### src/rtl/debounce_pkg.sv
// debounce_pkg: shared types and constants for the multi-channel debouncer.
//   - deb_state_e    : per-channel FSM state (STABLE, PENDING)
//   - cnt_width()    : stability counter width for a given STABLE_CYCLES
//   - DEF_*          : default parameter values used by the modules
package debounce_pkg;

  typedef enum logic {
    STABLE  = 1'b0,
    PENDING = 1'b1
  } deb_state_e;

  localparam int unsigned DEF_STABLE_CYCLES = 8;
  localparam int unsigned DEF_REPEAT_DELAY  = 50_000_000;
  localparam int unsigned DEF_REPEAT_PERIOD = 10_000_000;
  localparam int unsigned HOLD_W            = 32;

  // Counter only has to reach STABLE_CYCLES-1; keep at least one bit.
  function automatic int unsigned cnt_width(input int unsigned stable_cycles);
    return (stable_cycles <= 2) ? 1 : $clog2(stable_cycles);
  endfunction

endpackage

### src/rtl/debounce_channel.sv
// debounce_channel: single-bit debouncer.
//   2-flop synchroniser, STABLE/PENDING FSM with a stability counter,
//   registered level plus one-cycle rise/fall strobes. With the macro
//   DEBOUNCE_REPEAT_EN defined, also an auto-repeat strobe while held high.
// Ports:
//   clk          in   system clock
//   rst_n        in   asynchronous active-low reset
//   sig_in       in   raw asynchronous input
//   sig_out      out  debounced level
//   rise_pulse   out  one-cycle strobe on sig_out 0->1
//   fall_pulse   out  one-cycle strobe on sig_out 1->0
//   repeat_pulse out  auto-repeat strobe (DEBOUNCE_REPEAT_EN only)
module debounce_channel
  import debounce_pkg::*;
#(
  parameter int unsigned STABLE_CYCLES = DEF_STABLE_CYCLES,
  parameter logic        INIT_LEVEL    = 1'b0
`ifdef DEBOUNCE_REPEAT_EN
  ,
  parameter int unsigned REPEAT_DELAY  = DEF_REPEAT_DELAY,
  parameter int unsigned REPEAT_PERIOD = DEF_REPEAT_PERIOD
`endif
) (
  input  logic clk,
  input  logic rst_n,
  input  logic sig_in,
  output logic sig_out,
  output logic rise_pulse,
  output logic fall_pulse
`ifdef DEBOUNCE_REPEAT_EN
  ,
  output logic repeat_pulse
`endif
);

  localparam int unsigned   CW       = cnt_width(STABLE_CYCLES);
  localparam logic [CW-1:0] CNT_ONE  = CW'(1);
  localparam logic [CW-1:0] CNT_LAST = CW'(STABLE_CYCLES - 1);

  logic          s1;
  logic          s2;
  deb_state_e    state;
  logic [CW-1:0] cnt;
  logic          commit_c;

  // Two-flop synchroniser; only s2 feeds the logic.
  always_ff @(posedge clk or negedge rst_n) begin
    if (!rst_n) begin
      s1 <= INIT_LEVEL;
      s2 <= INIT_LEVEL;
    end else begin
      s1 <= sig_in;
      s2 <= s1;
    end
  end

  // New value has held for the full window on this edge.
  assign commit_c = (state == PENDING) && (s2 != sig_out) && (cnt == CNT_LAST);

  // Stability FSM, counter and strobes.
  always_ff @(posedge clk or negedge rst_n) begin
    if (!rst_n) begin
      state      <= STABLE;
      cnt        <= '0;
      sig_out    <= INIT_LEVEL;
      rise_pulse <= 1'b0;
      fall_pulse <= 1'b0;
    end else begin
      rise_pulse <= 1'b0;
      fall_pulse <= 1'b0;
      case (state)
        STABLE: begin
          if (s2 != sig_out) begin
            state <= PENDING;
            cnt   <= CNT_ONE;
          end
        end
        PENDING: begin
          if (s2 == sig_out) begin
            // Bounced back before the window elapsed.
            state <= STABLE;
            cnt   <= '0;
          end else if (commit_c) begin
            state      <= STABLE;
            cnt        <= '0;
            sig_out    <= s2;
            rise_pulse <= s2;
            fall_pulse <= ~s2;
          end else begin
            cnt <= cnt + CNT_ONE;
          end
        end
        default: begin
          state <= STABLE;
          cnt   <= '0;
        end
      endcase
    end
  end

`ifdef DEBOUNCE_REPEAT_EN
  localparam logic [HOLD_W-1:0] DELAY_C  = HOLD_W'(REPEAT_DELAY);
  localparam logic [HOLD_W-1:0] PERIOD_C = HOLD_W'(REPEAT_PERIOD);
  localparam logic [HOLD_W-1:0] HOLD_ONE = HOLD_W'(1);

  logic [HOLD_W-1:0] hold_cnt;
  logic              first_done;
  logic [HOLD_W-1:0] hold_target_c;

  // First strobe waits the delay, later ones the period; counter reloads at each strobe.
  assign hold_target_c = first_done ? PERIOD_C : DELAY_C;

  // Auto-repeat while the debounced level stays high.
  always_ff @(posedge clk or negedge rst_n) begin
    if (!rst_n) begin
      hold_cnt     <= '0;
      first_done   <= 1'b0;
      repeat_pulse <= 1'b0;
    end else begin
      repeat_pulse <= 1'b0;
      if (commit_c || !sig_out) begin
        // Restart on any edge; parked at zero while low.
        hold_cnt   <= '0;
        first_done <= 1'b0;
      end else if (hold_cnt + HOLD_ONE == hold_target_c) begin
        repeat_pulse <= 1'b1;
        hold_cnt     <= '0;
        first_done   <= 1'b1;
      end else begin
        hold_cnt <= hold_cnt + HOLD_ONE;
      end
    end
  end
`endif

endmodule

### src/rtl/multi_debouncer.sv
// multi_debouncer: CHANNELS independent debouncers with clean level and
// rise/fall strobes per channel. Defining the macro DEBOUNCE_REPEAT_EN adds
// the repeat_pulse port and per-channel auto-repeat hold counters.
// Ports:
//   clk          in   system clock
//   rst_n        in   asynchronous active-low reset
//   sig_in       in   [CHANNELS] raw asynchronous inputs
//   sig_out      out  [CHANNELS] debounced levels
//   rise_pulse   out  [CHANNELS] one-cycle 0->1 strobes
//   fall_pulse   out  [CHANNELS] one-cycle 1->0 strobes
//   repeat_pulse out  [CHANNELS] auto-repeat strobes (DEBOUNCE_REPEAT_EN only)
module multi_debouncer
  import debounce_pkg::*;
#(
  parameter int unsigned CHANNELS      = 4,
  parameter int unsigned STABLE_CYCLES = DEF_STABLE_CYCLES,
  parameter logic        INIT_LEVEL    = 1'b0
`ifdef DEBOUNCE_REPEAT_EN
  ,
  parameter int unsigned REPEAT_DELAY  = DEF_REPEAT_DELAY,
  parameter int unsigned REPEAT_PERIOD = DEF_REPEAT_PERIOD
`endif
) (
  input  logic                clk,
  input  logic                rst_n,
  input  logic [CHANNELS-1:0] sig_in,
  output logic [CHANNELS-1:0] sig_out,
  output logic [CHANNELS-1:0] rise_pulse,
  output logic [CHANNELS-1:0] fall_pulse
`ifdef DEBOUNCE_REPEAT_EN
  ,
  output logic [CHANNELS-1:0] repeat_pulse
`endif
);

  // One fully independent debouncer per channel.
  for (genvar i = 0; i < int'(CHANNELS); i++) begin : g_ch
    debounce_channel #(
      .STABLE_CYCLES (STABLE_CYCLES),
      .INIT_LEVEL    (INIT_LEVEL)
`ifdef DEBOUNCE_REPEAT_EN
      ,
      .REPEAT_DELAY  (REPEAT_DELAY),
      .REPEAT_PERIOD (REPEAT_PERIOD)
`endif
    ) u_ch (
      .clk          (clk),
      .rst_n        (rst_n),
      .sig_in       (sig_in[i]),
      .sig_out      (sig_out[i]),
      .rise_pulse   (rise_pulse[i]),
      .fall_pulse   (fall_pulse[i])
`ifdef DEBOUNCE_REPEAT_EN
      ,
      .repeat_pulse (repeat_pulse[i])
`endif
    );
  end

endmodule
### config.mk
export PLATFORM = sky130hd
export DESIGN_NAME = multi_debouncer
export DESIGN_NICKNAME = d
export VERILOG_FILES = /design/src/rtl/debounce_pkg.sv /design/src/rtl/debounce_channel.sv /design/src/rtl/multi_debouncer.sv
export SDC_FILE = /design/constraint.sdc
export NUM_CORES = 1
export LEC_CHECK = 0
export BUFFER_PORTS_ARGS = -buffer_cell sky130_fd_sc_hd__buf_2
export CORE_MARGIN = 5
export CORE_UTILIZATION = 45
export DETAILED_ROUTE_END_ITERATION = 12
export PLACE_DENSITY = 0.76
export SLEW_MARGIN = 10
export SYNTH_ARGS = -nofsm -noshare
export SYNTH_HDL_FRONTEND = slang
export SYNTH_SLANG_ARGS = --single-unit
### constraint.sdc
create_clock -name clk -period 1.4 [get_ports clk]
set_clock_uncertainty 0.15 [all_clocks]
set_input_delay 0.42 -clock clk [delete_from_list [all_inputs] [get_ports clk]]
set_output_delay 0.42 -clock clk [all_outputs]
set_load 0.01 [all_outputs]
## After elaboration in Yosys (flattened, before gate mapping)

Cells that the tools add are included.

| word-level totals | value |
|---|---|
| register bits after elaboration | 36 |
| input bits | 6 |
| output and inout port bits | 12 |
| logic and storage cells | 128 |

| cells by class | value |
|---|---|
| $add $sub $neg | 4 |
| eq/ne operators | 16 |
| multiplexer cells | 56 |
| bitwise logic cells | 12 |
| reduce and logical (&&, ||, !) cells | 12 |

Operator list:

| kind | count |
|---|---|
| 1-bit two-way mux | 36 |
| 3-bit two-way mux | 12 |
| 3-bit case mux with 2 select lines | 4 |
| 3-bit by 1-bit adder with 3-bit output, second input constant | 4 |
| 3-bit == test, second input constant | 4 |
| 1-bit NOT | 12 |
| 3-bit AND reduction | 4 |
| 1-bit logical AND | 8 |
| 2-bit by 1-bit inequality test with 1-bit output, second input constant | 4 |
| 1-bit case mux with 2 select lines | 4 |
| 1-bit == test | 4 |
| 1-bit inequality test | 4 |

## Logic depth before layout (Yosys ltp)

| depth | value |
|---|---|
| word-level depth | 6 |
| gate-level depth with buffers | 4 |
| gate-level depth less buffers | 4 |

## By module

A second synthesis with hierarchy kept.

| unflattened totals | value |
|---|---|
| cells, all modules | 104 |
| area total of the unflattened synthesis | 1486.4 µm² |

By module, submodules not included:

| module | times used | cells each | area each (µm²) | sequential area each (µm²) |
|---|---|---|---|---|
| debounce_channel | 4 | 26 | 371.6 | 225.2 |

## Least setup slack after synthesis

OpenSTA, ideal clock, no wires.

| path | value |
|---|---|
| path kind | register to register |
| start point | register g_ch[0].u_ch.cnt[0] |
| end point | register g_ch[0].u_ch.sig_out |
| library setup time | 125 ps |
| arrival | 1202 ps |
| required time | 1125 ps |
| setup slack | -77 ps |
| stages on the path, launching flop included | 5 |
| buffers on the path | 0 |
| clock period less this slack | 1477 ps |
| path through | dfrtp_1 > ha_1 > ha_1 > nand2_1 > mux2_2 |

| between the ends | value |
|---|---|
| cells in the longest elaborated chain, start to end | 3 |

Ends and longest elaborated chain:

| item | RTL line | text |
|---|---|---|
| from (decl) | debounce_channel.sv:43 | `logic [CW-1:0] cnt;` |
| from (signal assigned) | debounce_channel.sv:90 | `cnt <= cnt + CNT_ONE;` |
| 3-bit == test | debounce_channel.sv:58 | `assign commit_c = (state == PENDING) && (s2 != sig_out) && (cnt == CNT_LAST);` |
| 1-bit logical AND | debounce_channel.sv:58 |  |
| 3-bit AND reduction (no line) | - |  |
| to (signal assigned) | debounce_channel.sv:65 | `sig_out <= INIT_LEVEL;` |
| to (signal assigned) | debounce_channel.sv:86 | `sig_out <= s2;` |
| to (decl) | debounce_channel.sv:27 | `output logic sig_out,` |

Every way passes these cells.
A chain may end at the register's enable or synchronous reset.

## Final worst setup path

| path | value |
|---|---|
| start point | register g_ch[2].u_ch.sig_out |
| end point | output port sig_out[2] |

RTL lines:

| item | RTL line | text |
|---|---|---|
| from (decl) | debounce_channel.sv:27 |  |
| from (signal assigned) | debounce_channel.sv:65 |  |
| from (signal assigned) | debounce_channel.sv:86 |  |
| to (decl) | multi_debouncer.sv:27 | `output logic [CHANNELS-1:0] sig_out,` |

No word-level cell between the ends.

==> metrics.txt <==
Cell Pwr Density 1610 nW/um2; failing checks negative setup slack; Core ar. 3310 um2; Synth Warn # 0; first-pass GRT wire length 4540 um; mapped cell area 1540 um2; CTS root buffer clkbuf_4; Crit Path Category flip-flop to output port; vias in the first global route 987; r2r startpoint g_ch[0].u_ch.cnt[1]; DR top layer met4; Die Span X 68.4 um; Synth-to-Final Area Change 27.6%; worst slew pin tran 331 ps; fin nets 158; placed inst area 1700 um2; final worst slack -44.0 ps; sequential share of power 48.3%; io pins 18; total iterations of the first detailed-routing run 3; CP startpoint kind flip-flop; layout cell share with drive strength beyond 1 49.3%; status finished with violations; H-tree depth 2; Critical Path AT 870 ps; Mean Syn Cell Area 13.6 um2; worst vdd ir 0.795 mV; CTS buffer count 5; switching pwr 1010 uW; DRT Wirelength 2680 um; CP max stage delay 430 ps; reg-to-reg setup timing slack -20 ps; Gate power share 36.9%; Placer Congestion 0.690; Pint 2140 uW; largest net degree at the start of global routing 19; drt wl/cell 14.3 um; min-delay src sig_in[0]; worst reg2reg path depth 4; Net Count, Synth 127; HPWL after detailed placement 1680 um; ratio of final minimum period to clock period 103%; Leakage Power 0.000949 uW; final hold vios 0; Finished Cell Area 1960 um2; number of antenna repair diodes 0; synth unique cells 17; Clock Tree Buf Depth 2; starting DRC count in detailed routing 20; Overflow after GRT 0; vias 896; # setup viols final 7; Final Core Density 59.2%; Worst Path Required 830 ps; post-route ant nets 0; CP Cell Sequence buf_6; DRC violations left 0; Worst path top cell family by delay flip-flops; die area 4680 um2; Clk network pwr share 14.8%; I/O Buffers 17; Hold Path End g_ch[0].u_ch.s1; register area share after synthesis 58.7%; worst path bufs/invs 1; Vias/cell 4.77; Worst path slowest cell dfrtp_2; post-synthesis cell count 113; initial antenna violation count 0; Starting Density 46.4%; Die Ht 68.4 um; cell depth of the worst hold path 1; R2R Path End g_ch[0].u_ch.sig_out; M1 wire length 1120 um; Routed met3 length 107 um; clock latency at the later pin of the worst-skew pair 320 ps; Max Clk Rate 693 MHz; Sw Ratio 32.1%; Max Cap Violations 0; worst hold path class primary input to flip-flop; Cell Rows 21; #FFs+latches synth 36; Worst-path clk slew 90 ps; CTS sink cnt 36; critical-path maximum fanout 2; max-slew violation count 0; Rel. slew slack 77.8%; TritonCTS clock tree done; met2 routed wirelength 1430 um; RSZ-0062 raised after global routing yes; Final min period 1440 ps; crit end category output port; GRT Total Usage 13.7%
area by class of cell:
type / count / area (um2)
Fill cell: 284 / 1350
Sequential cell: 36 / 903
Multi-Input combinational cell: 64 / 691
Timing Repair Buffer: 36 / 267
Tap cell: 46 / 57.6
Clock buffer: 5 / 37.5
Inverter: 1 / 3.75
placed cells by master, fill, tap and decap left out, types with 2 or more instances in the layout:
cell type and n:
mux2i_1 8, dfrtp_1 34, ha_2 3, nand2_4 4, nand2_1 3, o21ai_0 3
dfrtp_2 2, nor3b_2 4, clkbuf_4 5, nand3b_1 5, ha_4 5, mux2_4 4
nor3b_1 3, buf_4 14, and2_2 2, o21a_1 4, buf_2 15, nand2b_1 8
buf_6 5, xor2_2 3
worst max path at each step:
stage | startpoint | to | slack, ps | cells past startpoint
after floorplan | g_ch[0].u_ch.cnt[0] | g_ch[0].u_ch.sig_out | 4 | 4
after global placement | g_ch[1].u_ch.cnt[0] | g_ch[1].u_ch.sig_out | 20 | 4
after detailed placement | g_ch[3].u_ch.cnt[0] | g_ch[3].u_ch.sig_out | -10 | 4
after CTS | g_ch[2].u_ch.sig_out | sig_out[2] | -60 | 1
after global routing | g_ch[0].u_ch.cnt[1] | g_ch[0].u_ch.cnt[2] | -100 | 5
final | g_ch[2].u_ch.sig_out | sig_out[2] | -40 | 1
through the flow:
step	std cells	TNS [ps]	total power [uW]	worst slack [ps]	hold WS [ps]
2_1_floorplan	113	0	2080	3.59	-25.6
3_3_place_gp	173	0	2230	16.3	153
3_5_place_dp	173	-26.1	2330	-12.8	160
4_1_cts	185	-320	3030	-58.1	23.9
5_1_grt	188	-1040	3410	-99.7	9.51
6_report	188	-158	3150	-44.0	45.1
metal layers:
metal / track usage [%] / up-vias
li1: - / 427
met1: 14.9 / 448
met2: 24.0 / 17
met3: 5.42 / 4
met4: 4.71 / 0
met5: 0 / -
Yosys cell counts:
cell type	n	area [um2]
and2_2	2	15.0
xor2_2	3	48.8
buf_4	12	90.1
inv_1	1	3.75
dfrtp_1	36	901
nor3b_1	8	60.1
xnor2_2	1	16.3
mux2_2	4	45.0
mux2i_1	8	80.1
o21a_1	4	30.0
o21ai_0	3	15.0
nand2b_1	8	50.1
ha_1	8	100
and2_1	1	6.26
a21oi_1	2	10.0
nand2_1	7	26.3
nand3b_1	5	37.5
state kept, by name (all words and copies together), names as in the netlist:
name                  cells
g_ch.u_ch.cnt            12
g_ch.u_ch.s2              4
g_ch.u_ch.fall_pulse      4
g_ch.u_ch.rise_pulse      4
g_ch.u_ch.sig_out         4
g_ch.u_ch.s1              4
g_ch.u_ch.state           4
kinds of logic (layout without fill, tap and decap cells):
logic type      count (synthesis)  in the layout  share of synthesized area, %
fa+ha+maj                       8              8                          6.52
flops                          36             36                          58.7
xor+xnor                        4              4                          4.24
simple gates                   31             31                          12.7
mux                            12             12                          8.15
buf+inv                        13             42                          6.11
compound gates                  9              9                          3.59
what timing repair did:
| item | CTS | global route |
|---|---|---|
| setup endpoints to repair | 20 | 27 |
| resized for setup | 17 | 10 |
| setup buffers | 6 | 3 |
| pin swaps | 8 | 7 |
| hold buffers | 1 | 0 |
| hold endpoints to repair | 9 | 0 |
worst reg2reg max path, stage by stage (launching register included):
cell     delay, ps
dfrtp_1        420
ha_2           210
ha_4           170
nand2_4         70
mux2_4         300
power by group through the flow:
stage | clock network (uW) | registers (uW) | logic, uW
after floorplan | 0 | 1480 | 601
after global routing | 540 | 1560 | 1310
after global placement | 0 | 1510 | 725
after detailed placement | 0 | 1530 | 801
after CTS | 485 | 1490 | 1050
final | 466 | 1520 | 1160
(Power assumes the default switching activity.)
